==> config.mk <==
export PLATFORM = sky130hd
export DESIGN_NAME = spi_slave_xfer_ctrl
export DESIGN_NICKNAME = d
export VERILOG_FILES = /design/src/rtl/spi_pkg.sv /design/src/rtl/spi_pin_sync.sv /design/src/rtl/spi_slave_xfer_ctrl.sv
export SDC_FILE = /design/constraint.sdc
export NUM_CORES = 1
export LEC_CHECK = 0
export BUFFER_PORTS_ARGS = -buffer_cell sky130_fd_sc_hd__buf_4
export CAP_MARGIN = 20
export CORE_MARGIN = 3
export CORE_UTILIZATION = 30
export DETAILED_ROUTE_END_ITERATION = 10
export HOLD_SLACK_MARGIN = 0.02
export PLACE_DENSITY_LB_ADDON = 0.3
export RECOVER_POWER = 50
export SLEW_MARGIN = 20
export SYNTH_ARGS = -nofsm -noshare
export SYNTH_HDL_FRONTEND = slang
export SYNTH_SLANG_ARGS = --single-unit
==> constraint.sdc <==
create_clock -name clk -period 2.31 [get_ports clk]
set_input_delay 0.231 -clock clk [delete_from_list [all_inputs] [get_ports clk]]
set_output_delay 0.231 -clock clk [all_outputs]
set_load 0.01 [all_outputs]
==> src/rtl/spi_pkg.sv <==
// Shared definitions for the SPI slave transfer engine: mode encoding,
// FSM state constants and the default word length.
package spi_pkg;

  typedef enum logic [1:0] {
    MODE0 = 2'b00,
    MODE1 = 2'b01,
    MODE2 = 2'b10,
    MODE3 = 2'b11
  } spi_mode_e;

  localparam logic [0:0] ST_IDLE   = 1'b0;
  localparam logic [0:0] ST_ACTIVE = 1'b1;

  localparam int SPI_DATA_W_DEFAULT = 8;

  function automatic logic mode_cpol(spi_mode_e m);
    return m[1];
  endfunction

  function automatic logic mode_cpha(spi_mode_e m);
    return m[0];
  endfunction

endpackage

==> src/rtl/spi_pin_sync.sv <==
// Multi-flop synchroniser for one asynchronous pin, with rise/fall pulses
// derived from one extra registered copy of the synchronised level.
module spi_pin_sync #(
  parameter int   STAGES  = 2,
  parameter logic RST_VAL = 1'b0
) (
  input  logic clk,
  input  logic rst_n,
  input  logic pin_i,
  output logic level_o,
  output logic rise_o,
  output logic fall_o
);

  logic [STAGES-1:0] sync_q;
  logic              prev_q;

  always_ff @(posedge clk or negedge rst_n) begin
    if (!rst_n) begin
      sync_q <= {STAGES{RST_VAL}};
      prev_q <= RST_VAL;
    end else begin
      sync_q <= {sync_q[STAGES-2:0], pin_i};
      prev_q <= sync_q[STAGES-1];
    end
  end

  assign level_o = sync_q[STAGES-1];
  assign rise_o  = level_o & ~prev_q;
  assign fall_o  = ~level_o & prev_q;

endmodule

==> src/rtl/spi_slave_xfer_ctrl.sv <==
// SPI slave transfer engine: pin synchronisation, mode-dependent edge decode,
// bit counting, TX/RX shift registers and word handshakes with the host.
module spi_slave_xfer_ctrl
  import spi_pkg::*;
#(
  parameter int DATA_W      = SPI_DATA_W_DEFAULT,
  parameter int SYNC_STAGES = 2,
  parameter bit LSB_FIRST   = 1'b0
) (
  input  logic                       clk,
  input  logic                       rst_n,
  input  logic                       SCK_in,
  input  logic                       SS_n,
  input  logic                       MOSI,
  output logic                       MISO,
  output logic                       MISO_oe,
  input  logic                       CPOL,
  input  logic                       CPHA,
  output logic                       idle,
  input  logic [DATA_W-1:0]          tx_data,
  input  logic                       tx_valid,
  output logic                       tx_ready,
  output logic [DATA_W-1:0]          rx_data,
  output logic                       rx_valid,
  input  logic                       rx_ready,
  output logic                       rx_overrun,
  output logic                       tx_underrun,
  output logic [0:0]                 dbg_state_o,
  output logic [$clog2(DATA_W)-1:0]  dbg_bit_cnt_o
);

  localparam int                CNT_W = $clog2(DATA_W);
  localparam logic [CNT_W-1:0]  LAST_BIT = CNT_W'(DATA_W - 1);

  logic sck_lvl, sck_rise, sck_fall;
  logic ss_lvl, ss_rise, ss_fall;
  logic mosi_lvl, mosi_rise, mosi_fall;

  spi_pin_sync #(.STAGES(SYNC_STAGES), .RST_VAL(1'b0)) u_sck_sync (
    .clk(clk), .rst_n(rst_n), .pin_i(SCK_in),
    .level_o(sck_lvl), .rise_o(sck_rise), .fall_o(sck_fall)
  );

  spi_pin_sync #(.STAGES(SYNC_STAGES), .RST_VAL(1'b1)) u_ss_sync (
    .clk(clk), .rst_n(rst_n), .pin_i(SS_n),
    .level_o(ss_lvl), .rise_o(ss_rise), .fall_o(ss_fall)
  );

  spi_pin_sync #(.STAGES(SYNC_STAGES), .RST_VAL(1'b0)) u_mosi_sync (
    .clk(clk), .rst_n(rst_n), .pin_i(MOSI),
    .level_o(mosi_lvl), .rise_o(mosi_rise), .fall_o(mosi_fall)
  );

  // Only the SCK edges, the SS_n level and the MOSI level drive the engine.
  logic unused_sync;
  assign unused_sync = ^{sck_lvl, ss_rise, ss_fall, mosi_rise, mosi_fall};

  logic [0:0]        state_q, state_d;
  spi_mode_e         mode_q, mode_d;
  logic [CNT_W-1:0]  bit_cnt_q, bit_cnt_d;
  logic              need_load_q, need_load_d;
  logic [DATA_W-1:0] tx_sr_q, tx_sr_d;
  logic [DATA_W-1:0] rx_sr_q, rx_sr_d;
  logic [DATA_W-1:0] tx_buf_q, tx_buf_d;
  logic              tx_full_q, tx_full_d;
  logic [DATA_W-1:0] rx_data_q, rx_data_d;
  logic              rx_valid_q, rx_valid_d;
  logic              rx_overrun_q, rx_overrun_d;
  logic              tx_underrun_q, tx_underrun_d;

  logic              lead_edge, trail_edge, sample_edge, shift_edge;
  logic              load, word_done;
  logic [DATA_W-1:0] rx_word, tx_shifted;

  assign lead_edge   = mode_cpol(mode_q) ? sck_fall : sck_rise;
  assign trail_edge  = mode_cpol(mode_q) ? sck_rise : sck_fall;
  assign sample_edge = mode_cpha(mode_q) ? trail_edge : lead_edge;
  assign shift_edge  = mode_cpha(mode_q) ? lead_edge  : trail_edge;

  assign rx_word    = LSB_FIRST ? {mosi_lvl, rx_sr_q[DATA_W-1:1]}
                                : {rx_sr_q[DATA_W-2:0], mosi_lvl};
  assign tx_shifted = LSB_FIRST ? {1'b1, tx_sr_q[DATA_W-1:1]}
                                : {tx_sr_q[DATA_W-2:0], 1'b1};

  always_comb begin
    state_d       = state_q;
    mode_d        = mode_q;
    bit_cnt_d     = bit_cnt_q;
    need_load_d   = need_load_q;
    tx_sr_d       = tx_sr_q;
    rx_sr_d       = rx_sr_q;
    tx_buf_d      = tx_buf_q;
    tx_full_d     = tx_full_q;
    rx_data_d     = rx_data_q;
    rx_valid_d    = rx_valid_q;
    rx_overrun_d  = 1'b0;
    tx_underrun_d = 1'b0;
    load          = 1'b0;
    word_done     = 1'b0;

    if (state_q == ST_IDLE) begin
      mode_d      = spi_mode_e'({CPOL, CPHA});
      bit_cnt_d   = '0;
      need_load_d = 1'b0;
      // Entry uses the live CPHA, which is the value being latched this clk.
      if (!ss_lvl) begin
        state_d = ST_ACTIVE;
        if (CPHA) need_load_d = 1'b1;
        else      load        = 1'b1;
      end
    end else if (ss_lvl) begin
      // Deselect wins over any coincident sample edge; partial word is dropped.
      state_d     = ST_IDLE;
      bit_cnt_d   = '0;
      need_load_d = 1'b0;
    end else begin
      if (sample_edge) begin
        rx_sr_d = rx_word;
        if (bit_cnt_q == LAST_BIT) begin
          bit_cnt_d   = '0;
          word_done   = 1'b1;
          need_load_d = 1'b1;
        end else begin
          bit_cnt_d = bit_cnt_q + CNT_W'(1);
        end
      end
      if (shift_edge) begin
        if (need_load_q) begin
          load        = 1'b1;
          need_load_d = 1'b0;
        end else begin
          tx_sr_d = tx_shifted;
        end
      end
    end

    if (load) begin
      if (tx_full_q) begin
        tx_sr_d   = tx_buf_q;
        tx_full_d = 1'b0;
      end else begin
        tx_sr_d       = '1;
        tx_underrun_d = 1'b1;
      end
    end

    if (tx_valid && !tx_full_q) begin
      tx_buf_d  = tx_data;
      tx_full_d = 1'b1;
    end

    // Handshake: a same-clk accept frees the slot for a completing word.
    if (rx_valid_q && rx_ready) rx_valid_d = 1'b0;
    if (word_done) begin
      if (!rx_valid_q || rx_ready) begin
        rx_data_d  = rx_word;
        rx_valid_d = 1'b1;
      end else begin
        rx_overrun_d = 1'b1;
      end
    end
  end

  always_ff @(posedge clk or negedge rst_n) begin
    if (!rst_n) begin
      state_q       <= ST_IDLE;
      mode_q        <= MODE0;
      bit_cnt_q     <= '0;
      need_load_q   <= 1'b0;
      tx_sr_q       <= '1;
      rx_sr_q       <= '0;
      tx_buf_q      <= '0;
      tx_full_q     <= 1'b0;
      rx_data_q     <= '0;
      rx_valid_q    <= 1'b0;
      rx_overrun_q  <= 1'b0;
      tx_underrun_q <= 1'b0;
    end else begin
      state_q       <= state_d;
      mode_q        <= mode_d;
      bit_cnt_q     <= bit_cnt_d;
      need_load_q   <= need_load_d;
      tx_sr_q       <= tx_sr_d;
      rx_sr_q       <= rx_sr_d;
      tx_buf_q      <= tx_buf_d;
      tx_full_q     <= tx_full_d;
      rx_data_q     <= rx_data_d;
      rx_valid_q    <= rx_valid_d;
      rx_overrun_q  <= rx_overrun_d;
      tx_underrun_q <= tx_underrun_d;
    end
  end

  assign MISO          = (state_q == ST_ACTIVE)
                         ? (LSB_FIRST ? tx_sr_q[0] : tx_sr_q[DATA_W-1]) : 1'b1;
  assign MISO_oe       = (state_q == ST_ACTIVE);
  assign idle          = (state_q == ST_IDLE);
  assign tx_ready      = ~tx_full_q;
  assign rx_data       = rx_data_q;
  assign rx_valid      = rx_valid_q;
  assign rx_overrun    = rx_overrun_q;
  assign tx_underrun   = tx_underrun_q;
  assign dbg_state_o   = state_q;
  assign dbg_bit_cnt_o = bit_cnt_q;

endmodule
==> impl_metrics.env <==
export IMPL_syn_cell_area_mm2=0.00206
export IMPL_placedCellCount=254
export IMPL_worst_setup_path_end_kind="flip-flop"
export IMPL_port_buffer_count=35
export IMPL_seq_area_frac_synth_pct=60.2
export IMPL_core_mm2=0.00649
export IMPL_finalWirelength_mm=3.27
export IMPL_status="finished, final reports clean"
export IMPL_critPathKind="flip-flop to flip-flop"
export IMPL_period_minus_slack_ps=2050
export IMPL_vias=1182
export IMPL_dp_hpwl_mm=2.36
export IMPL_synth_common_cells="dfrtp_1 (39), nand2b_1 (11), dfstp_2 (10), nand2_1 (10)"
export IMPL_cts_max_level=2
export IMPL_worstHoldPathType="primary input to flip-flop"
export IMPL_cts_tree="built"
export IMPL_async_reset_ff_share_pct=100
export IMPL_ys_flop_type="dfrtp_1"
export IMPL_hold_viol=0
export IMPL_fin_hold_ws_ps=163
export IMPL_cts_sinks=49
export IMPL_insertion_delay_ps=300
export IMPL_maxSlewViolCount=0
export IMPL_synth_seq_cells=49
export IMPL_clockBufferDepth=2
export IMPL_leakagePower_nw=1.26
export IMPL_p_total_mw=2.23
export IMPL_ant_nets=0
export IMPL_critPathLaunchType="flip-flop"
export IMPL_layout_nets=207
export IMPL_critical_path_arrival_ps=2290
export IMPL_max_slew_margin_pct=20.5
export IMPL_fp_dieArea_mm2=0.00789
export IMPL_worst_r2r_setup_slack_ps=260
export IMPL_pre_cts_slack_ps=191
export IMPL_layout_setup_ws_ps=256
export IMPL_fin_crit_sh_pct=88.9
export IMPL_drive_gt1_share_pct=41.3
export IMPL_die_h_um=88.8
export IMPL_finalSetupViolations=0
export IMPL_cts_resized=0
export IMPL_syn2layout_area_growth_pct=23.5
export IMPL_grt_max_degree=50
export IMPL_dr_pass1_iters=4
export IMPL_grt_pass1_wl_mm=5.81
export IMPL_track_usage_pct=9.59
export IMPL_cts_root_buf="clkbuf_8"
export IMPL_yosysUniqueCellTypes=30
export IMPL_worstPathRequired_ps=2540
export IMPL_start_util_pct=31.7
export IMPL_design_area_mm2=0.00254
export IMPL_grt_pass1_vias=1274
export IMPL_clk_pin_slew_ps=80
export IMPL_mappedNetlistNets=166
export IMPL_wl_per_cell_um=12.3
export IMPL_gp_congestion=0.726
export IMPL_syn_area_per_cell_um2=14.0
export IMPL_netlist_area_leader_share_pct=47.4
export IMPL_yosysTopAreaCell="dfrtp_1"
export IMPL_critical_path_max_fanout=10
export IMPL_grt_setup_unrepaired="false"
export IMPL_io_pins=36
export IMPL_drc_errors=0
export IMPL_synthTopCellsByArea="dfrtp_1 (47%), dfstp_2 (13%), mux2_4 (6.6%)"
export IMPL_synth_warnings=0
export IMPL_worst_slew_pin_slew_ps=1190
export IMPL_fmax_ghz=0.487
export IMPL_setup_tns_ps=0
export IMPL_final_util_pct=39.1
export IMPL_powerDensity_mw_per_mm2=877
export IMPL_die_x_um=88.8
export IMPL_cap_violations=0
export IMPL_placed_area_mm2=0.00239
export IMPL_num_antenna_cells=0
export IMPL_synth_edff_count=0
export IMPL_vias_per_cell=4.44
export IMPL_skew_ps=4.63
export IMPL_antenna_found_initial=0
export IMPL_cts_buffers=5
export IMPL_grt_ovfl_total=0
export IMPL_peakVddDrop_mv=0.407
export IMPL_row_count=29
export IMPL_stdcell_count=266
export IMPL_synthCells=147
export IMPL_drt_iter0_drc=31
export IMPL_yosys_cell_count_top_type="dfrtp_1"
==> placed cells by master, fill, tap and decap left out, types with 3 or more instances in the layout <==
cell	count
mux2_2	9
clkbuf_4	3
o21ai_1	5
a22o_1	3
nor2_1	4
mux2i_1	8
dlygate4sd3_1	4
nand2b_1	11
clkbuf_8	6
mux2_4	9
dfstp_2	9
nor3_1	3
buf_4	32
dfrtp_1	39
inv_1	5
nand2_1	10
mux2_1	7
==> report_power, final <==
group          internal [mW]  switching, mW  leakage [nW]
Clock                  0.353          0.269        0.0585
Sequential              1.08          0.120         0.602
Combinational          0.241          0.165         0.599
Total                   1.67          0.554          1.26
==> state kept, by name, indices dropped and copies added, names as in the netlist, 2 cells and up <==
name                count
rx_data                 8
rx_sr_q                 7
u_ss_sync.sync_q        2
tx_buf_q                8
u_sck_sync.sync_q       2
mode_q                  2
u_mosi_sync.sync_q      2
dbg_bit_cnt_o           3
tx_sr_q                 8
==> cell type report <==
class                           instances  area (um2)
Fill cell                             632        3960
Sequential cell                        49        1240
Multi-Input combinational cell         86         758
Timing Repair Buffer                   41         312
Tap cell                               77        96.3
Clock buffer                            7        86.3
Clock inverter                          1        30.0
Inverter                                5        18.8
==> timing repair <==
action | in CTS | in global routing
endpoints found under the setup margin | 0 | 0
endpoints found under the hold margin | 42 | 0
hold buffers | 4 | 0
buffers inserted | 0 | 0
==> worst paths after layout <==
kind,to,startpoint,depth (start not counted)
max in group asynchronous,mode_q[0]$_DFFE_PN0N_,rst_n,2
max reg2reg,tx_sr_q[4]$_DFFE_PN1P_,mode_q[1]$_DFFE_PN0N_,5
min in group asynchronous,rx_data[2]$_DFFE_PN0P_,rst_n,2
min,tx_buf_q[7]$_DFFE_PN0P_,tx_data[7],2
max,tx_sr_q[4]$_DFFE_PN1P_,mode_q[1]$_DFFE_PN0N_,5
min reg2reg,u_mosi_sync.sync_q[1]$_DFF_PN0_,u_mosi_sync.sync_q[0]$_DFF_PN0_,0
==> worst max-delay path: stages, from the launching register on <==
cell and delay (ps):
dfrtp_1 410, xnor2_2 260, nor3_1 110, o31ai_2 820
mux2i_1 310, o21ai_2 60
==> cell families after synthesis <==
group                    Yosys count  share of synthesized area [%]
adder cells (fa/ha/maj)            2                           1.22
AO/OA/AOI/OAI                     17                           6.33
flip-flops                        49                           60.2
buffers and inverters             12                           3.16
multiplexers                      33                           19.2
XOR/XNOR                           1                          0.791
AND/OR/NAND/NOR                   33                           9.06
==> per-layer routing <==
metal,routed length (um),up-vias,global-route usage [%]
li1,-,583,-
met1,1620,560,12.2
met2,1410,34,14.8
met3,199,5,3.07
met4,40,0,4.53
met5,0,-,0
Note: power is estimated with default switching activity, not from simulation.
